[src/rtl/des_pkg.sv]
// Shared constants for the DES IP / IP^-1 permutation pipe.
// Tables are 1-based DES bit numbers; entry k names the source of output bit k.
package des_pkg;

    localparam int BLK_W = 64;

    typedef enum logic {
        MODE_IP = 1'b0,
        MODE_FP = 1'b1
    } mode_e;

    localparam int IP_TAB [64] = '{
        58, 50, 42, 34, 26, 18, 10,  2,
        60, 52, 44, 36, 28, 20, 12,  4,
        62, 54, 46, 38, 30, 22, 14,  6,
        64, 56, 48, 40, 32, 24, 16,  8,
        57, 49, 41, 33, 25, 17,  9,  1,
        59, 51, 43, 35, 27, 19, 11,  3,
        61, 53, 45, 37, 29, 21, 13,  5,
        63, 55, 47, 39, 31, 23, 15,  7
    };

    localparam int FP_TAB [64] = '{
        40,  8, 48, 16, 56, 24, 64, 32,
        39,  7, 47, 15, 55, 23, 63, 31,
        38,  6, 46, 14, 54, 22, 62, 30,
        37,  5, 45, 13, 53, 21, 61, 29,
        36,  4, 44, 12, 52, 20, 60, 28,
        35,  3, 43, 11, 51, 19, 59, 27,
        34,  2, 42, 10, 50, 18, 58, 26,
        33,  1, 41,  9, 49, 17, 57, 25
    };

endpackage

[src/rtl/des_perm_core.sv]
// Pure wiring: selects DES IP or IP^-1 on a 64-bit block.
// Bit index k corresponds to DES standard bit k+1.
module des_perm_core
    import des_pkg::*;
(
    input  logic [BLK_W-1:0] blk_i,
    input  logic             mode_i,
    output logic [BLK_W-1:0] blk_o
);

    for (genvar k = 0; k < BLK_W; k++) begin : g_bit
        assign blk_o[k] = (mode_i == MODE_FP) ? blk_i[FP_TAB[k]-1]
                                              : blk_i[IP_TAB[k]-1];
    end

endmodule

[src/rtl/des_perm_pipe.sv]
// Valid/ready pipeline applying DES IP or IP^-1, tag and mode carried along.
// Define DES_PERM_CHECK_EN to add an inverse-permutation self-check (chk_err).
module des_perm_pipe
    import des_pkg::*;
#(
    parameter int STAGES = 2,
    parameter int TAG_W  = 4
) (
    input  logic             clk,
    input  logic             rst_n,
    input  logic             flush,
    input  logic             in_valid,
    output logic             in_ready,
    input  logic             in_mode,
    input  logic [BLK_W-1:0] in_data,
    input  logic [TAG_W-1:0] in_tag,
    output logic             out_valid,
    input  logic             out_ready,
    output logic [BLK_W-1:0] out_data,
    output logic [TAG_W-1:0] out_tag,
    output logic             out_mode,
    output logic [15:0]      blk_cnt,
    output logic             chk_err
);

    logic [STAGES-1:0] vld_q;
    logic [STAGES-1:0] vld_d;
    logic [STAGES-1:0] load;
    logic [STAGES-1:0] mode_q;
    logic [BLK_W-1:0]  data_q [STAGES];
    logic [TAG_W-1:0]  tag_q  [STAGES];
    logic [BLK_W-1:0]  perm;
    logic [15:0]       cnt_q;
    logic [15:0]       cnt_d;
    logic              in_xfer;
    logic              out_xfer;

    des_perm_core u_core (
        .blk_i  (in_data),
        .mode_i (in_mode),
        .blk_o  (perm)
    );

    // A stage loads when any stage from it to the output is empty or the port drains.
    always_comb begin : p_load
        logic acc;
        acc  = out_ready;
        load = '0;
        for (int i = STAGES - 1; i >= 0; i--) begin
            acc     = acc | ~vld_q[i];
            load[i] = acc;
        end
    end

    assign in_ready  = rst_n & ~flush & load[0];
    assign in_xfer   = in_valid & in_ready;
    assign out_valid = rst_n & vld_q[STAGES-1];
    assign out_xfer  = out_valid & out_ready & ~flush;
    assign out_data  = data_q[STAGES-1];
    assign out_tag   = tag_q[STAGES-1];
    assign out_mode  = mode_q[STAGES-1];
    assign blk_cnt   = cnt_q;

    always_comb begin
        vld_d    = vld_q;
        vld_d[0] = load[0] ? in_xfer : vld_q[0];
        for (int i = 1; i < STAGES; i++) begin
            if (load[i]) begin
                vld_d[i] = vld_q[i-1];
            end
        end
        cnt_d = out_xfer ? cnt_q + 16'd1 : cnt_q;
    end

    always_ff @(posedge clk) begin
        if (!rst_n) begin
            vld_q <= '0;
            cnt_q <= '0;
        end else begin
            vld_q <= flush ? '0 : vld_d;
            cnt_q <= cnt_d;
        end
    end

    always_ff @(posedge clk) begin
        if (in_xfer) begin
            data_q[0] <= perm;
            tag_q[0]  <= in_tag;
            mode_q[0] <= in_mode;
        end
        for (int i = 1; i < STAGES; i++) begin
            if (load[i] && vld_q[i-1]) begin
                data_q[i] <= data_q[i-1];
                tag_q[i]  <= tag_q[i-1];
                mode_q[i] <= mode_q[i-1];
            end
        end
    end

`ifdef DES_PERM_CHECK_EN
    logic [BLK_W-1:0] orig_q [STAGES];
    logic [BLK_W-1:0] back;
    logic             err_q;

    // Undo the permutation at the port and compare with the carried input.
    des_perm_core u_chk (
        .blk_i  (out_data),
        .mode_i (~out_mode),
        .blk_o  (back)
    );

    always_ff @(posedge clk) begin
        if (in_xfer) begin
            orig_q[0] <= in_data;
        end
        for (int i = 1; i < STAGES; i++) begin
            if (load[i] && vld_q[i-1]) begin
                orig_q[i] <= orig_q[i-1];
            end
        end
    end

    always_ff @(posedge clk) begin
        if (!rst_n) begin
            err_q <= 1'b0;
        end else if (out_xfer && (back != orig_q[STAGES-1])) begin
            err_q <= 1'b1;
        end
    end

    assign chk_err = err_q;
`else
    assign chk_err = 1'b0;
`endif

endmodule

[config.mk]
export PLATFORM = sky130hd
export DESIGN_NAME = des_perm_pipe
export DESIGN_NICKNAME = d
export VERILOG_FILES = /design/src/rtl/des_pkg.sv /design/src/rtl/des_perm_core.sv /design/src/rtl/des_perm_pipe.sv
export SDC_FILE = /design/constraint.sdc
export NUM_CORES = 1
export LEC_CHECK = 0
export CAP_MARGIN = 10
export CORE_MARGIN = 5
export CORE_UTILIZATION = 40
export CTS_CLUSTER_DIAMETER = 100
export CTS_CLUSTER_SIZE = 8
export DETAILED_ROUTE_END_ITERATION = 8
export GPL_TIMING_DRIVEN = 0
export HOLD_SLACK_MARGIN = 0.1
export PLACE_DENSITY = 0.68
export SLEW_MARGIN = 25
export SYNTH_ARGS = -nofsm -noshare
export SYNTH_HDL_FRONTEND = slang
export SYNTH_SLANG_ARGS = --single-unit
[constraint.sdc]
create_clock -name clk -period 5.8 [get_ports clk]
set_clock_uncertainty 0.2 [all_clocks]
set_input_delay 0.87 -clock clk [delete_from_list [all_inputs] [get_ports clk]]
set_output_delay 0.87 -clock clk [all_outputs]
set_load 0.05 [all_outputs]
Yosys cells after proc, flatten, opt, wreduce, memory -nomap -nowiden
Memory sizes are Yosys's and may differ from the RTL's. Index checks and enable logic that the tools add are counted. W data, S select, Z words.

Register bits after elaboration: 20. Bits in writable memories: 136. Input bits: 74. Output and inout port bits: 88. Logic and storage cells: 86. Memories kept: 2.

Add/sub/neg operators: 1. Multiplexer cells: 64. Bitwise operators: 12. Reductions and logical operators: 2.

Memory list: data_q (words 2, width 64, rd ports 2, clocked after memory_dff 0, wr ports 2, RTL line des_perm_pipe.sv:30) `logic [BLK_W-1:0] data_q [STAGES];`; tag_q (words 2, width 4, rd ports 2, clocked after memory_dff 0, wr ports 2, RTL line des_perm_pipe.sv:31) `logic [TAG_W-1:0] tag_q [STAGES];`.

Operator list (number): $mux W1 (64); $add A16 B1 Y16 const B (1); $and A1 B1 Y1 (6); $not A1 Y1 (4); $or A1 B1 Y1 (2); $reduce_or A2 Y1 (1); $logic_and A1 B1 Y1 (1).

Longest topological paths before layout
Word-level depth: 7. Mapped depth: 5. Gate-level depth less buffers: 5.

Cells and area by module
A second synthesis with hierarchy kept.

Cells, all modules: 374. Area, all modules: 6552.5 sq um.

Modules (own cells, without submodules): des_perm_pipe (times used 1, cells each 303, area an instance 5490.3 sq um, sequential area each 4504.3 sq um); des_perm_core (times used 1, cells each 71, area an instance 1062.3 sq um, sequential area each 0.0 sq um).

Least setup slack after synthesis
OpenSTA, ideal clock, no wires.

Path type: in2reg. Start point: input out_ready. End point: memory data_q[1][36], in the netlist data_q[0][100] (enable). Setup time: 505 ps. Arrival time: 4015 ps. Required time: 5095 ps. Path slack: 1080 ps. Stages: 2. Buffers on the path: 0. Cell sequence: nor2b_1 nor2b_1.

RTL lines: start: declaration (RTL line des_perm_pipe.sv:18) `input logic out_ready,`; end: declaration (RTL line des_perm_pipe.sv:30).

Worst setup path in the final report
Start point: input rst_n. End point: output in_ready.

Longest elaborated chain between the ends: 2.

RTL lines: start: declaration (RTL line des_perm_pipe.sv:10) `input logic rst_n,`; $and A1 B1 Y1 (2 in series) (RTL line des_perm_pipe.sv:55) `assign in_ready = rst_n & ~flush & load[0];`; end: declaration (RTL line des_perm_pipe.sv:13) `output logic in_ready,`.

No other way between the ends.

==> flow_summary.ini <==
[sta]
drv_slew = 0
fmax_ghz = 0.270
fin_setup_tns_ps = 0
worst_pin_slew_ps = 728
slew_headroom = 0.514
period_minus_slack_ps = 3700
finalCritPeriodShare = 0.638
setup_viol = 0
rsz0062_at_grt = false
post-route-worst-setup-slack_ps = 2100
final_hold_viol_count = 0

[finish]
multi_input_area_sq_um = 1130
layout.nets = 628
seq_area_sq_um = 4500
diodes = 0
most-common-layout-cells = clkdlybuf4s50_1, edfxtp_1, buf_4
drive_above_1_share = 0.300
final_common_cell = clkdlybuf4s50_1
fillCellCount = 1167
final_core_util = 0.577
area_growth_pct = 41.6

[clock_network]
post_cts_buffers = 0
htree_num_levels = 4
numCtsBuffers = 17
cts.repair.resized = 0
cts.reportedPaths.clkPinSlew_ps = 60
clock_latency_ps = 420
postCtsHoldBufs = 0
cts_tree = yes
cts_buffer_depth = 2
clockRootBuffer = clkbuf_16
clkSinkCount = 156

[min_path]
min_from = data_q[0][28]$_DFFE_PP_
holdPathEnd = data_q[0][92]$_DFFE_PP_
worstHoldPathCells = 0
hold_class = flop to flop

[critical_path]
r2r_setup_slack_ps = 3720
reg2reg_depth = 4
crit_arrival_ps = 2630
startpoint_type = input pin
worstSetupPathType = input pin to primary output
rr_endpoint = data_q[0][13]$_DFFE_PP_
end_kind = primary output
path_max_fanout = 5
r2r-start = vld_q[1]$_SDFFE_PP0P_
cp.required_ps = 4730

[floorplan]
dieArea_sq_um = 18100
ios = 162
fp.dieW_um = 134
core_area_sq_um = 15200
start_util = 0.407
dieHeight_um = 134
rows = 45

[routing]
first_pass_iters = 4
vias_per_cell = 4.65
postRouteAntennaNets = 0
dr.first_iter.drc_count = 147
vias = 3507
drc = 0
wl_per_cell_um = 16.4
wl_um = 12300

[yosys]
synth_cells = 370
ys_ff_latch = 156
ys.flop_type = edfxtp_1
synth-edff-count = 138
yosysSeqAreaShare = 0.727
syn_area_sq_um = 6190
avgSynthCellArea_sq_um = 16.7
yosysWarnings = 0
synth_nets = 445
synthArstFlopShare = 0
yosysUniqueCellTypes = 33

[power_and_ir_drop]
power_density_nw_per_um2 = 306
p_leak_nw = 3.10
ir_drop_mv = 0.184

[run]
drv_cap = 0

[placed_design]
dp_hpwl_um = 8740
gp_congestion = 0.845
io_buffers = 160
dp_slack_ps = 2110

[global_routing]
overflow = 0
antenna_found_initial = 0
grt_use_total = 0.141
grt_pass1_vias = 3635
grt_max_degree = 46
grt_pass1_wl_um = 19300

[status]
status = finished, final reports clean
-- per-layer routing --
layer	part of all wire	global-route usage	wire, um
met1	0.42	0.169	5130
met2	0.48	0.228	5970
met3	0.086	0.0611	1070
met4	0.014	0.0481	172
met5	0	0	0
-- synthesized netlist by cell type (all sizes together) (3+ instances only) --
cell    count  area (sq um)
nand3       4          20.0
a21oi       7          35.0
o21ai       4          20.0
buf        69           518
dfxtp      18           360
nor2       14          52.6
or3         7          50.1
xnor2       7          61.3
xor2        3          26.3
nand2       4          15.0
clkbuf      9          33.8
inv         4          15.0
nand4       3          18.8
mux2       60           676
edfxtp    138          4140
-- layout make-up --
type / count / share of cell area
plain buffers: 78 / 0.0629
clock buffers: 17 / 0.0485
clock inverters: 15 / 0.0241
inverters: 4 / 0.00171
multi-input cells: 132 / 0.129
flip-flops and latches: 156 / 0.514
well taps: 188 / 0.0268
repair buffers: 164 / 0.193
-- per-stage QoR --
| step | total power [mW] | hold WS [ps] | instance area [sq um] | cells |
|---|---|---|---|---|
| floorplan | 1.42 | 200 | 6190 | 370 |
| global placement | 1.52 | 201 | 8030 | 718 |
| detailed placement | 1.53 | 205 | 8130 | 722 |
| CTS | 2.72 | 217 | 8770 | 754 |
| global route | 2.78 | 217 | 8770 | 754 |
| finish | 2.68 | 216 | 8770 | 754 |
-- state kept, by name, indices dropped and copies added, names as in the netlist --
register	flops
blk_cnt	16
data_q	128
mode_q	2
tag_q	8
vld_q	2
-- how the worst max path moves through the flow --
| stage | startpoint | to | slack (ps) |
|---|---|---|---|
| 3_5_place_dp | rst_n | in_ready | 2110 |
| 5_1_grt | rst_n | in_ready | 1980 |
| 2_1_floorplan | out_ready | data_q[0][100]$_DFFE_PP_ | 1080 |
| 4_1_cts | rst_n | in_ready | 2090 |
| 6_report | rst_n | in_ready | 2100 |
| 3_3_place_gp | out_ready | tag_q[0][6]$_DFFE_PP_ | -910 |
-- where the power goes --
group	internal [mW]	switching, mW	leakage, nW
registers	1.27	0.00986	1.41
clock network	0.730	0.452	0.309
logic	0.115	0.108	1.37
total	2.11	0.570	3.10
-- cell families after synthesis --
group,synth area share
AOI/OAI and AO/OA,0.0101
adders and majority gates,0.00202
DFF,0.727
xor gates and xnor gates,0.0141
muxes,0.111
other,0.000606
and+or+nand+nor,0.0434
buffers and inverters,0.0915
-- critical path, stage by stage --
cell and delay [ps]:
clkdlybuf4s50_1 560, nand2b_1 130, a21oi_1 220, clkdlybuf4s50_1 850
No activity file was read; power rests on OpenSTA's default activity.
